`config.mk`:
```
export PLATFORM = sky130hd
export DESIGN_NAME = ram_stream_reader_flat
export DESIGN_NICKNAME = d
export VERILOG_FILES = /design/src/rtl/ram_stream_reader_if.sv /design/src/rtl/ram_stream_reader.sv /design/src/flat_wrapper.sv
export SDC_FILE = /design/constraint.sdc
export NUM_CORES = 1
export LEC_CHECK = 0
export ABC_AREA = 1
export BUFFER_PORTS_ARGS = -buffer_cell sky130_fd_sc_hd__buf_2
export CAP_MARGIN = 20
export CORE_MARGIN = 4
export CORE_UTILIZATION = 36
export CTS_CLUSTER_SIZE = 14
export DETAILED_ROUTE_END_ITERATION = 12
export GPL_TIMING_DRIVEN = 0
export HOLD_SLACK_MARGIN = 0.12
export SLEW_MARGIN = 20
export SYNTH_ARGS = -nofsm -noshare
export SYNTH_HDL_FRONTEND = slang
export SYNTH_SLANG_ARGS = --single-unit
```
`constraint.sdc`:
```
create_clock -name clk -period 4.7 [get_ports clk]
set_clock_uncertainty 0.2 [all_clocks]
set_input_delay 0.47 -clock clk [delete_from_list [all_inputs] [get_ports clk]]
set_output_delay 0.47 -clock clk [all_outputs]
set_load 0.1 [all_outputs]
```
`src/rtl/ram_stream_reader_if.sv`:
```
// Valid/ready word stream carrying RAM read data from ram_stream_reader to
// the downstream compute stage.
interface ram_stream_reader_if #(
  parameter int WIDTH = 32
);
  logic             m_valid;
  logic [WIDTH-1:0] m_data;
  logic             m_last;
  logic             m_ready;

  modport master (output m_valid, m_data, m_last, input m_ready);
  modport slave  (input m_valid, m_data, m_last, output m_ready);
endinterface

```
`src/rtl/ram_stream_reader.sv`:
```
// Sweeps a contiguous range of a 1-cycle-latency RAM and streams the words
// out through a 2-entry skid buffer with valid/ready backpressure.
//
// state  | meaning
// IDLE   | waiting for start; job arguments latched on start
// RUN    | issuing reads and draining the output buffer
// FINISH | one-cycle done pulse, then back to IDLE
module ram_stream_reader #(
  parameter int  WIDTH = 32,
  parameter int  DEPTH = 5408,
  localparam int AW    = $clog2(DEPTH),
  localparam int CW    = $clog2(DEPTH + 1)
) (
  input  logic             clk,
  input  logic             rst,
  input  logic             start,
  input  logic [AW-1:0]    base_addr,
  input  logic [CW-1:0]    count,
  output logic             busy,
  output logic             done,
  output logic [AW-1:0]    ram_addr,
  input  logic [WIDTH-1:0] ram_dout,
  ram_stream_reader_if.master m
);

  typedef enum logic [1:0] {S_IDLE, S_RUN, S_FINISH} state_t;

  state_t           state_q, state_d;
  logic [AW-1:0]    rd_ptr;
  logic [CW-1:0]    issue_left;
  logic [CW-1:0]    beat_left;
  logic             inflight;
  logic [1:0]       occ;
  logic             wr_sel, rd_sel;
  logic [WIDTH-1:0] buf_q [2];
  logic             accept, issue, pop;
  logic [2:0]       fill;

  assign pop        = m.m_valid & m.m_ready;
  assign m.m_valid  = (occ != 2'd0);
  assign m.m_data   = buf_q[rd_sel];
  assign m.m_last   = m.m_valid & (beat_left == CW'(1));
  assign ram_addr   = rd_ptr;
  assign fill       = {1'b0, occ} + {2'b00, inflight};

  always_ff @(posedge clk or posedge rst) begin
    if (rst) state_q <= S_IDLE;
    else     state_q <= state_d;
  end

  always_comb begin
    state_d = state_q;
    accept  = 1'b0;
    issue   = 1'b0;
    busy    = 1'b0;
    done    = 1'b0;
    case (state_q)
      S_IDLE: begin
        if (start) begin
          accept  = 1'b1;
          state_d = (count == '0) ? S_FINISH : S_RUN;
        end
      end
      S_RUN: begin
        busy = 1'b1;
        // Words already buffered plus the one returning from RAM must leave
        // room for this read once this cycle's pop (if any) is accounted for.
        issue = (issue_left != '0) && (fill < (3'd2 + {2'b00, pop}));
        if (pop && (beat_left == CW'(1))) state_d = S_FINISH;
      end
      S_FINISH: begin
        done    = 1'b1;
        state_d = S_IDLE;
      end
      default: state_d = S_IDLE;
    endcase
  end

  always_ff @(posedge clk or posedge rst) begin
    if (rst) begin
      rd_ptr     <= '0;
      issue_left <= '0;
      beat_left  <= '0;
      inflight   <= 1'b0;
      occ        <= 2'd0;
      wr_sel     <= 1'b0;
      rd_sel     <= 1'b0;
      buf_q[0]   <= '0;
      buf_q[1]   <= '0;
    end else begin
      inflight <= issue;
      if (accept) begin
        rd_ptr     <= base_addr;
        issue_left <= count;
        beat_left  <= count;
      end else begin
        if (issue) begin
          rd_ptr     <= (rd_ptr == AW'(DEPTH - 1)) ? '0 : rd_ptr + AW'(1);
          issue_left <= issue_left - CW'(1);
        end
        if (pop) beat_left <= beat_left - CW'(1);
      end
      if (inflight) begin
        buf_q[wr_sel] <= ram_dout;
        wr_sel        <= ~wr_sel;
      end
      if (pop) rd_sel <= ~rd_sel;
      occ <= occ + {1'b0, inflight} - {1'b0, pop};
    end
  end

endmodule

```
`src/flat_wrapper.sv`:
```
// flat-port wrapper written by rule: the top's interface ports become plain ports
module ram_stream_reader_flat 
#(
  parameter int  WIDTH = 32,
  parameter int  DEPTH = 5408,
  localparam int AW    = $clog2(DEPTH),
  localparam int CW    = $clog2(DEPTH + 1)
)
  (clk, rst, start, base_addr, count, busy, done, ram_addr, ram_dout, m_m_valid, m_m_data, m_m_last, m_m_ready);
  ram_stream_reader_if #(.WIDTH(WIDTH)) m_i ();
  input  logic clk;
  input  logic rst;
  input  logic start;
  input  logic [AW-1:0] base_addr;
  input  logic [CW-1:0] count;
  output logic busy;
  output logic done;
  output logic [AW-1:0] ram_addr;
  input  logic [WIDTH-1:0] ram_dout;
  output wire logic [$bits(m_i.m_valid)-1:0] m_m_valid;
  output wire logic [$bits(m_i.m_data)-1:0] m_m_data;
  output wire logic [$bits(m_i.m_last)-1:0] m_m_last;
  input wire logic [$bits(m_i.m_ready)-1:0] m_m_ready;
  assign m_m_valid = m_i.m_valid;
  assign m_m_data = m_i.m_data;
  assign m_m_last = m_i.m_last;
  assign m_i.m_ready = m_m_ready;
  ram_stream_reader #(.WIDTH(WIDTH), .DEPTH(DEPTH)) u_core (.clk(clk), .rst(rst), .start(start), .base_addr(base_addr), .count(count), .busy(busy), .done(done), .ram_addr(ram_addr), .ram_dout(ram_dout), .m(m_i));
endmodule
```
==> results of run 1 <==
==> cells by family after synthesis <==
| logic type | count (synthesis) | share of synthesized area [%] |
|---|---|---|
| buffers and inverters | 118 | 8.18 |
| XOR/XNOR | 18 | 2.66 |
| adder cells (fa/ha/maj) | 9 | 1.90 |
| flip-flops | 110 | 46.5 |
| AND/OR/NAND/NOR | 439 | 30.6 |
| AO/OA/AOI/OAI | 106 | 10.2 |
==> per-layer routing <==
metal | vias to the layer above | GRT usage (%) | wire (um)
li1 | 2732 | - | -
met4 | 0 | 4.03 | 175
met1 | 2487 | 24.2 | 7690
met3 | 15 | 2.92 | 776
met5 | - | 0 | 0
met2 | 124 | 28.0 | 7130
==> worst max-delay path: stages, from the launching register on <==
cell and delay, ns:
dfrtp_1 0.37, clkbuf_1 0.17, clkinv_1 0.17, clkbuf_1 0.43
nand2_1 0.09, nand2_1 0.13, buf_2 0.44
==> worst max path at each step <==
stage,end,slack (ns)
final,m_m_data[28],1.88
after global routing,m_m_data[31],1.71
after CTS,m_m_data[28],1.86
after detailed placement,m_m_data[28],2.26
after global placement,u_core.buf_q[52]$_DFFE_PP0P_,-0.44
after floorplan,u_core.beat_left[0]$_DFFE_PP0P_,1.13
==> state kept, by name (all words and copies together) (netlist names) <==
signal             flops
u_core.occ             2
u_core.ram_addr       13
u_core.wr_sel          1
u_core.rd_sel          1
u_core.inflight        1
u_core.buf_q          64
u_core.issue_left     13
u_core.beat_left      13
u_core.state_q         2
==> layout make-up <==
type                       instances  area, um2  area share (%)
tap                              216        270            3.82
timing repair buffer             112        588            8.31
buffer                            29        150            2.12
sequential                       110       2750            38.9
clock inverter                     5       60.1           0.849
inverter                          89        339            4.79
multi-input combinational        572       2680            37.9
clock buffer                      11        233            3.29
==> through the flow <==
step                      util [%]  hold slack [ns]  setup WS, ns  cell area (um2)  instances
after global placement        42.1            0.265        -0.443             6740       1126
final                         44.2            0.158          1.88             7080       1144
after detailed placement      42.3            0.273          2.26             6770       1127
after global routing          44.2            0.167          1.71             7080       1144
after CTS                     44.2            0.161          1.86             7080       1144
after floorplan                  -            0.253          1.13             5920        800
==> cells in the final DEF, fill, tap and decap left out, drive strengths merged, types with 9 or more instances in the layout <==
master and instances:
buf 122, clkbuf 29, dfrtp 110, ha 9
inv 88, nand2 323, nand3 38, nor2 59
o21ai 92, xor2 12
==> impl_metrics.csv, run 1 <==
group,metric,value,unit
cells_and_area,area_delta_synth_final,19.5,%
grt,grt_max_degree,76,
placed_design,numPortBuffers,110,
logic_synthesis,syn_inst,800,
cells_and_area,drive_above_1_share,18.5,%
worst_setup_path,worstPathArrival,2.15,ns
routing,drc,0,
clock_network,htreeDepth,3,
worst_setup_path,worstPathMaxFanout,10,
sta,setup_tns,0,ns
die,start_util,37.0,%
job,max-cap-violations,0,
logic_synthesis,synth_edf_count,0,
clock_network,cts_hold_buf,1,
logic_synthesis,synth_top_cell_by_area,"dfrtp_1",
cells_and_area,layout.nets,994,
logic_synthesis,synth_cell_types,36,
clock_network,cts_buffer_depth,2,
clock_network,cts_tree,"yes",
grt,grt_pass1_vias,4995,
sta,slew_viol_final,0,
logic_synthesis,synth_area_per_cell,7.40,um2
logic_synthesis,ys_ff_latch,110,
logic_synthesis,yosysMostFrequentCell,"nand2_1",
die,ios,111,
cells_and_area,antennaDiodeCount,0,
sta,slew_headroom,63.7,%
min_path,worstHoldPathType,"in2reg",
grt,antenna_found_initial,0,
worst_setup_path,ff2ff_setup_slack,2.79,ns
routing,drt_first_iter_violations,360,
worst_setup_path,path_class,"reg2out",
logic_synthesis,synth_top_area_share,46.5,%
logic_synthesis,synth_area,5920,um2
min_path,min_from,"base_addr[12]",
die,die_area,18600,um2
logic_synthesis,synthArstFlopShare,100,%
die,core-area,16000,um2
placed_design,dp_hpwl,11600,um
routing,drt_wl_total,15800,um
clock_network,cts_setup_buffers,0,
min_path,whs_endpoint,"u_core.ram_addr[12]$_DFFE_PP0P_",
logic_synthesis,synth-seq-area-share,46.5,%
grt,grt_usage,17.3,%
clock_network,clkSlewWorstSetupHoldPaths,0.07,ns
die,rows,46,
run_status,run_status,"completed",
logic_synthesis,synthTopCellsByArea,"dfrtp_1 46%, nand2_1 20%, o21ai_0 6.3%",
routing,wl_per_cell,13.8,um
die,die_h,136,um
worst_setup_path,r2r-end,"u_core.ram_addr[5]$_DFFE_PP0P_",
routing,drt.antenna.violating_nets,0,
logic_synthesis,synth_common_cells,"313 x nand2_1, 110 x dfrtp_1, 83 x inv_1, 74 x o21ai_0, 55 x nor2_1",
clock_network,cts-buffers-inserted,9,
die,dieWidth,136,um
worst_setup_path,cp.required,4.03,ns
sta,rsz0062_at_grt,"false",
sta,fin_crit,2.82,ns
sta,worst_pin_slew,0.545,ns
worst_setup_path,startpoint,"u_core.rd_sel$_DFFE_PP0P_",
cells_and_area,fillCellCount,1741,
logic_synthesis,yosys_most_used_dff,"dfrtp_1",
routing,vias,5358,
routing,drt-pass1-iter-count,5,
sta,setup_viol,0,
grt,grt_pass1_wl,25400,um
clock_network,cts.sinks,110,
placed_design,place.gp.congestion,0.874,
clock_network,insertion_delay,0.35,ns
sta,fin_crit_sh,60.0,%
clock_network,ctsRootBufferMaster,"clkbuf_16",
logic_synthesis,synth_nets,871,
routing,avgViaCountPerCell,4.68,
clock_network,cts-resized-gates,0,
worst_setup_path,r2r-start,"u_core.ram_addr[0]$_DFFE_PP0P_",
sta,hold_violations,0,
worst_setup_path,r2r.worst_path.cells,8,
sta,clock.fmax,354,MHz
worst_setup_path,end_kind,"output pin",
worst_setup_path,cp-start-kind,"flop",
grt,overflow,0,
logic_synthesis,yosys_warnings,0,
min_path,whs_path_depth,3,
Power of run 1 is left out: the tool's default activity adds up to more than one toggle a clock period on the data nets, which glitch-free logic cannot reach.
==> inputs of run 2 (changes only) <==
Settings changed: ABC_AREA 1 to 0.
Clock period 4.7 ns to 2.8 ns, I/O delays scaled along.
==> run 2 against run 1 <==
Routed wire length is 15% lower. Sequential cell count did not move. Utilization rose by 5.1 points. Sequential share of layout area is 0.75 points lower. Critical path depth is 2 lower. Critical endpoint is now m_m_data[5]. Die area down 8.1%. Register-to-register slack worse by 2.7 ns. Cell area grew 2.1%. Synthesized area shrank 8.5%. Non-clock buffer count rose by 54.
==> impl_metrics.csv, run 2 <==
group,metric,value,unit
run_status,run_status,"completed",
worst_setup_path,r2r.worst_path.cells,7,
die,dieWidth,131,um
die,die_area,17100,um2
die,start_util,37.0,%
clock_network,cts-buffers-inserted,9,
clock_network,cts_tree,"yes",
clock_network,cts.sinks,110,
logic_synthesis,synth_top_cell_by_area,"dfrtp_1",
placed_design,dp_hpwl,9750,um
worst_setup_path,worstPathMaxFanout,10,
logic_synthesis,yosys.area_share.adder,2.08,%
sta,fin_crit,2.67,ns
logic_synthesis,synth_cell_types,55,
logic_synthesis,synthArstFlopShare,100,%
logic_synthesis,synth_area_per_cell,11.6,um2
die,die_h,131,um
sta,hold_violations,0,
clock_network,cts_buffer_depth,2,
cells_and_area,drive_above_1_share,37.4,%
logic_synthesis,synth_compound_area_share,8.66,%
sta,clock.fmax,375,MHz
worst_setup_path,critPathTopFamily,"buffers and inverters",
min_path,whs_path_depth,4,
logic_synthesis,synth_common_cells,"110 x dfrtp_1, 96 x mux2_2, 27 x nor2_1, 23 x nand2_1, 20 x o21ai_0",
logic_synthesis,synth_edf_count,0,
routing,drt_wl_total,13500,um
placed_design,numPortBuffers,110,
grt,grt_max_degree,33,
grt,grt_pass1_wl,21800,um
cells_and_area,seq_area,2760,um2
logic_synthesis,synth_top_family_by_area,"multiplexers",
sta,worst_pin_slew,0.745,ns
cells_and_area,regMostFlops,"u_core.buf_q",
logic_synthesis,synthTopCellsByArea,"dfrtp_1 51%, mux2_2 20%, xnor2_1 2.4%",
die,core-area,14600,um2
sta,setup_viol,0,
sta,setup_tns,0,ns
sta,fin_crit_sh,95.3,%
cells_and_area,layout.nets,723,
logic_synthesis,ys_ff_latch,110,
clock_network,ctsRootBufferMaster,"clkbuf_16",
cells_and_area,multiInputGateArea,2560,um2
logic_synthesis,synth_top_area_share,50.8,%
cells_and_area,antennaDiodeCount,0,
logic_synthesis,synth-seq-area-share,50.8,%
routing,wl_per_cell,16.0,um
cells_and_area,largest_reg_flops,64,
die,ios,111,
logic_synthesis,muxShareOfSynthArea,20.0,%
logic_synthesis,synthSimpleGateAreaFrac,12.5,%
worst_setup_path,cp-start-kind,"flop",
cells_and_area,mostFrequentLayoutCell,"buf_2",
routing,vias,4375,
clock_network,clkSlewWorstSetupHoldPaths,0.07,ns
worst_setup_path,end_kind,"output pin",
worst_setup_path,crit_buf_inv,3,
worst_setup_path,path_class,"reg2out",
sta,slew_headroom,50.2,%
worst_setup_path,path_cells,"clkbuf_1 > clkbuf_1 > mux2_2 > buf_2",
worst_setup_path,max_stage_delay,0.51,ns
cells_and_area,layout_common_cells,"109 x buf_2, 108 x dfrtp_1, 96 x mux2_2, 59 x dlygate4sd3_1, 27 x nor2_1",
cells_and_area,fillCellCount,1313,
logic_synthesis,synth_area,5420,um2
logic_synthesis,yosysMostFrequentCell,"dfrtp_1",
routing,drt.antenna.violating_nets,0,
grt,grt_usage,16.3,%
logic_synthesis,yosys_warnings,0,
placed_design,placedCellCount,763,
logic_synthesis,yosys_most_used_dff,"dfrtp_1",
clock_network,insertion_delay,0.36,ns
job,max-cap-violations,0,
logic_synthesis,synth_nets,537,
grt,grt_pass1_vias,4430,
grt,antenna_found_initial,0,
grt,overflow,0,
cells_and_area,final_util,49.3,%
sta,slew_viol_final,0,
min_path,worstHoldPathType,"in2reg",
worst_setup_path,cp.required,2.32,ns
die,rows,44,
routing,drt_first_iter_violations,202,
worst_setup_path,worst-path-stages,4,
routing,drt-pass1-iter-count,4,
logic_synthesis,syn_inst,466,
logic_synthesis,synth_xor_area_share,3.40,%
worst_setup_path,crit_path_top_delay_cell,"clkbuf_1",
worst_setup_path,worstPathArrival,2.19,ns
worst_setup_path,path_common_cell,"clkbuf_1",
cells_and_area,stdcell_count,841,
routing,drc,0,
placed_design,place.gp.congestion,0.878,
clock_network,htreeDepth,3,
routing,avgViaCountPerCell,5.20,
cells_and_area,area_delta_synth_final,33.4,%
sta,rsz0062_at_grt,"false",
-- run 2: changes by cell type after synthesis, sizes merged, moves of 8 or more --
cell   previous run  this run
xnor2             6        15
a21oi             3        19
inv              88        16
o21ai            92        22
nor2             59        27
nor3              3        12
nor4              1         9
nand2           323        24
mux2              0        96
nand3            38        11
-- run 2: timing repair --
item | in CTS | in global routing
endpoints found under the setup margin | 19 | 23
hold buffers | 59 | 0
buffers inserted | 1 | 2
pin swaps | 1 | 5
gates resized for setup | 6 | 9
endpoints found under the hold margin | 132 | 0
-- run 2: logic make-up after synthesis --
group / Yosys count
adder cells (fa/ha/maj): 9
AND/OR/NAND/NOR: 123
multiplexers: 96
XOR/XNOR: 21
buffers and inverters: 36
flip-flops: 110
AO/OA/AOI/OAI: 71
-- run 2: area by class of cell --
cell class / count / share of cell area [%]
buffer: 20 / 1.21
clock buffer: 10 / 3.31
clock inverter: 6 / 0.780
inverter: 16 / 0.884
multi-input combinational: 320 / 35.4
sequential: 110 / 38.1
tap: 184 / 3.19
timing repair buffer: 175 / 17.1
-- run 2: through the flow --
| step | setup WS [ns] | hold slack (ns) | instance area (um2) |
|---|---|---|---|
| floorplan | 0.0786 | 0.197 | 5420 |
| global placement | -0.115 | 0.270 | 6200 |
| detailed placement | -0.150 | 0.246 | 6270 |
| CTS | 0.00307 | 0.143 | 7190 |
| global route | 0.00758 | 0.159 | 7220 |
| finish | 0.132 | 0.158 | 7220 |
-- run 2: final timing paths --
path | start | end | slack (ns)
setup reg to reg | u_core.occ[0]$_DFF_PP0_ | u_core.issue_left[2]$_DFFE_PP0P_ | 0.13
hold reg to reg | u_core.wr_sel$_DFFE_PP0P_ | u_core.wr_sel$_DFFE_PP0P_ | 0.29
hold / removal | count[2] | u_core.state_q[1]$_DFFE_PP0P_ | 0.16
min in group asynchronous | rst | u_core.buf_q[21]$_DFFE_PP0P_ | 0.39
setup / recovery | u_core.rd_sel$_DFFE_PP0P_ | m_m_data[5] | 0.13
max in group asynchronous | rst | u_core.beat_left[4]$_DFFE_PP0P_ | 1.23
-- run 2: worst register-to-register path, stage by stage (launching register included) --
cell and delay [ns]:
dfrtp_2 0.44, ha_1 0.21, ha_1 0.33, and2_1 0.21
a2111o_2 0.53, o21ai_4 0.22, o21ai_0 0.11, a221o_1 0.30
-- run 2: per-layer routing --
metal  vias to the layer above  share of wire (%)  global-route usage, %
li1                       2074                  -                      -
met1                      2137                 44                   20.3
met2                       143                 48                   28.1
met3                        21                6.4                   4.23
met4                         0                1.4                   4.11
met5                         -                  0                      0
Power of run 2 is left out for the same reason.
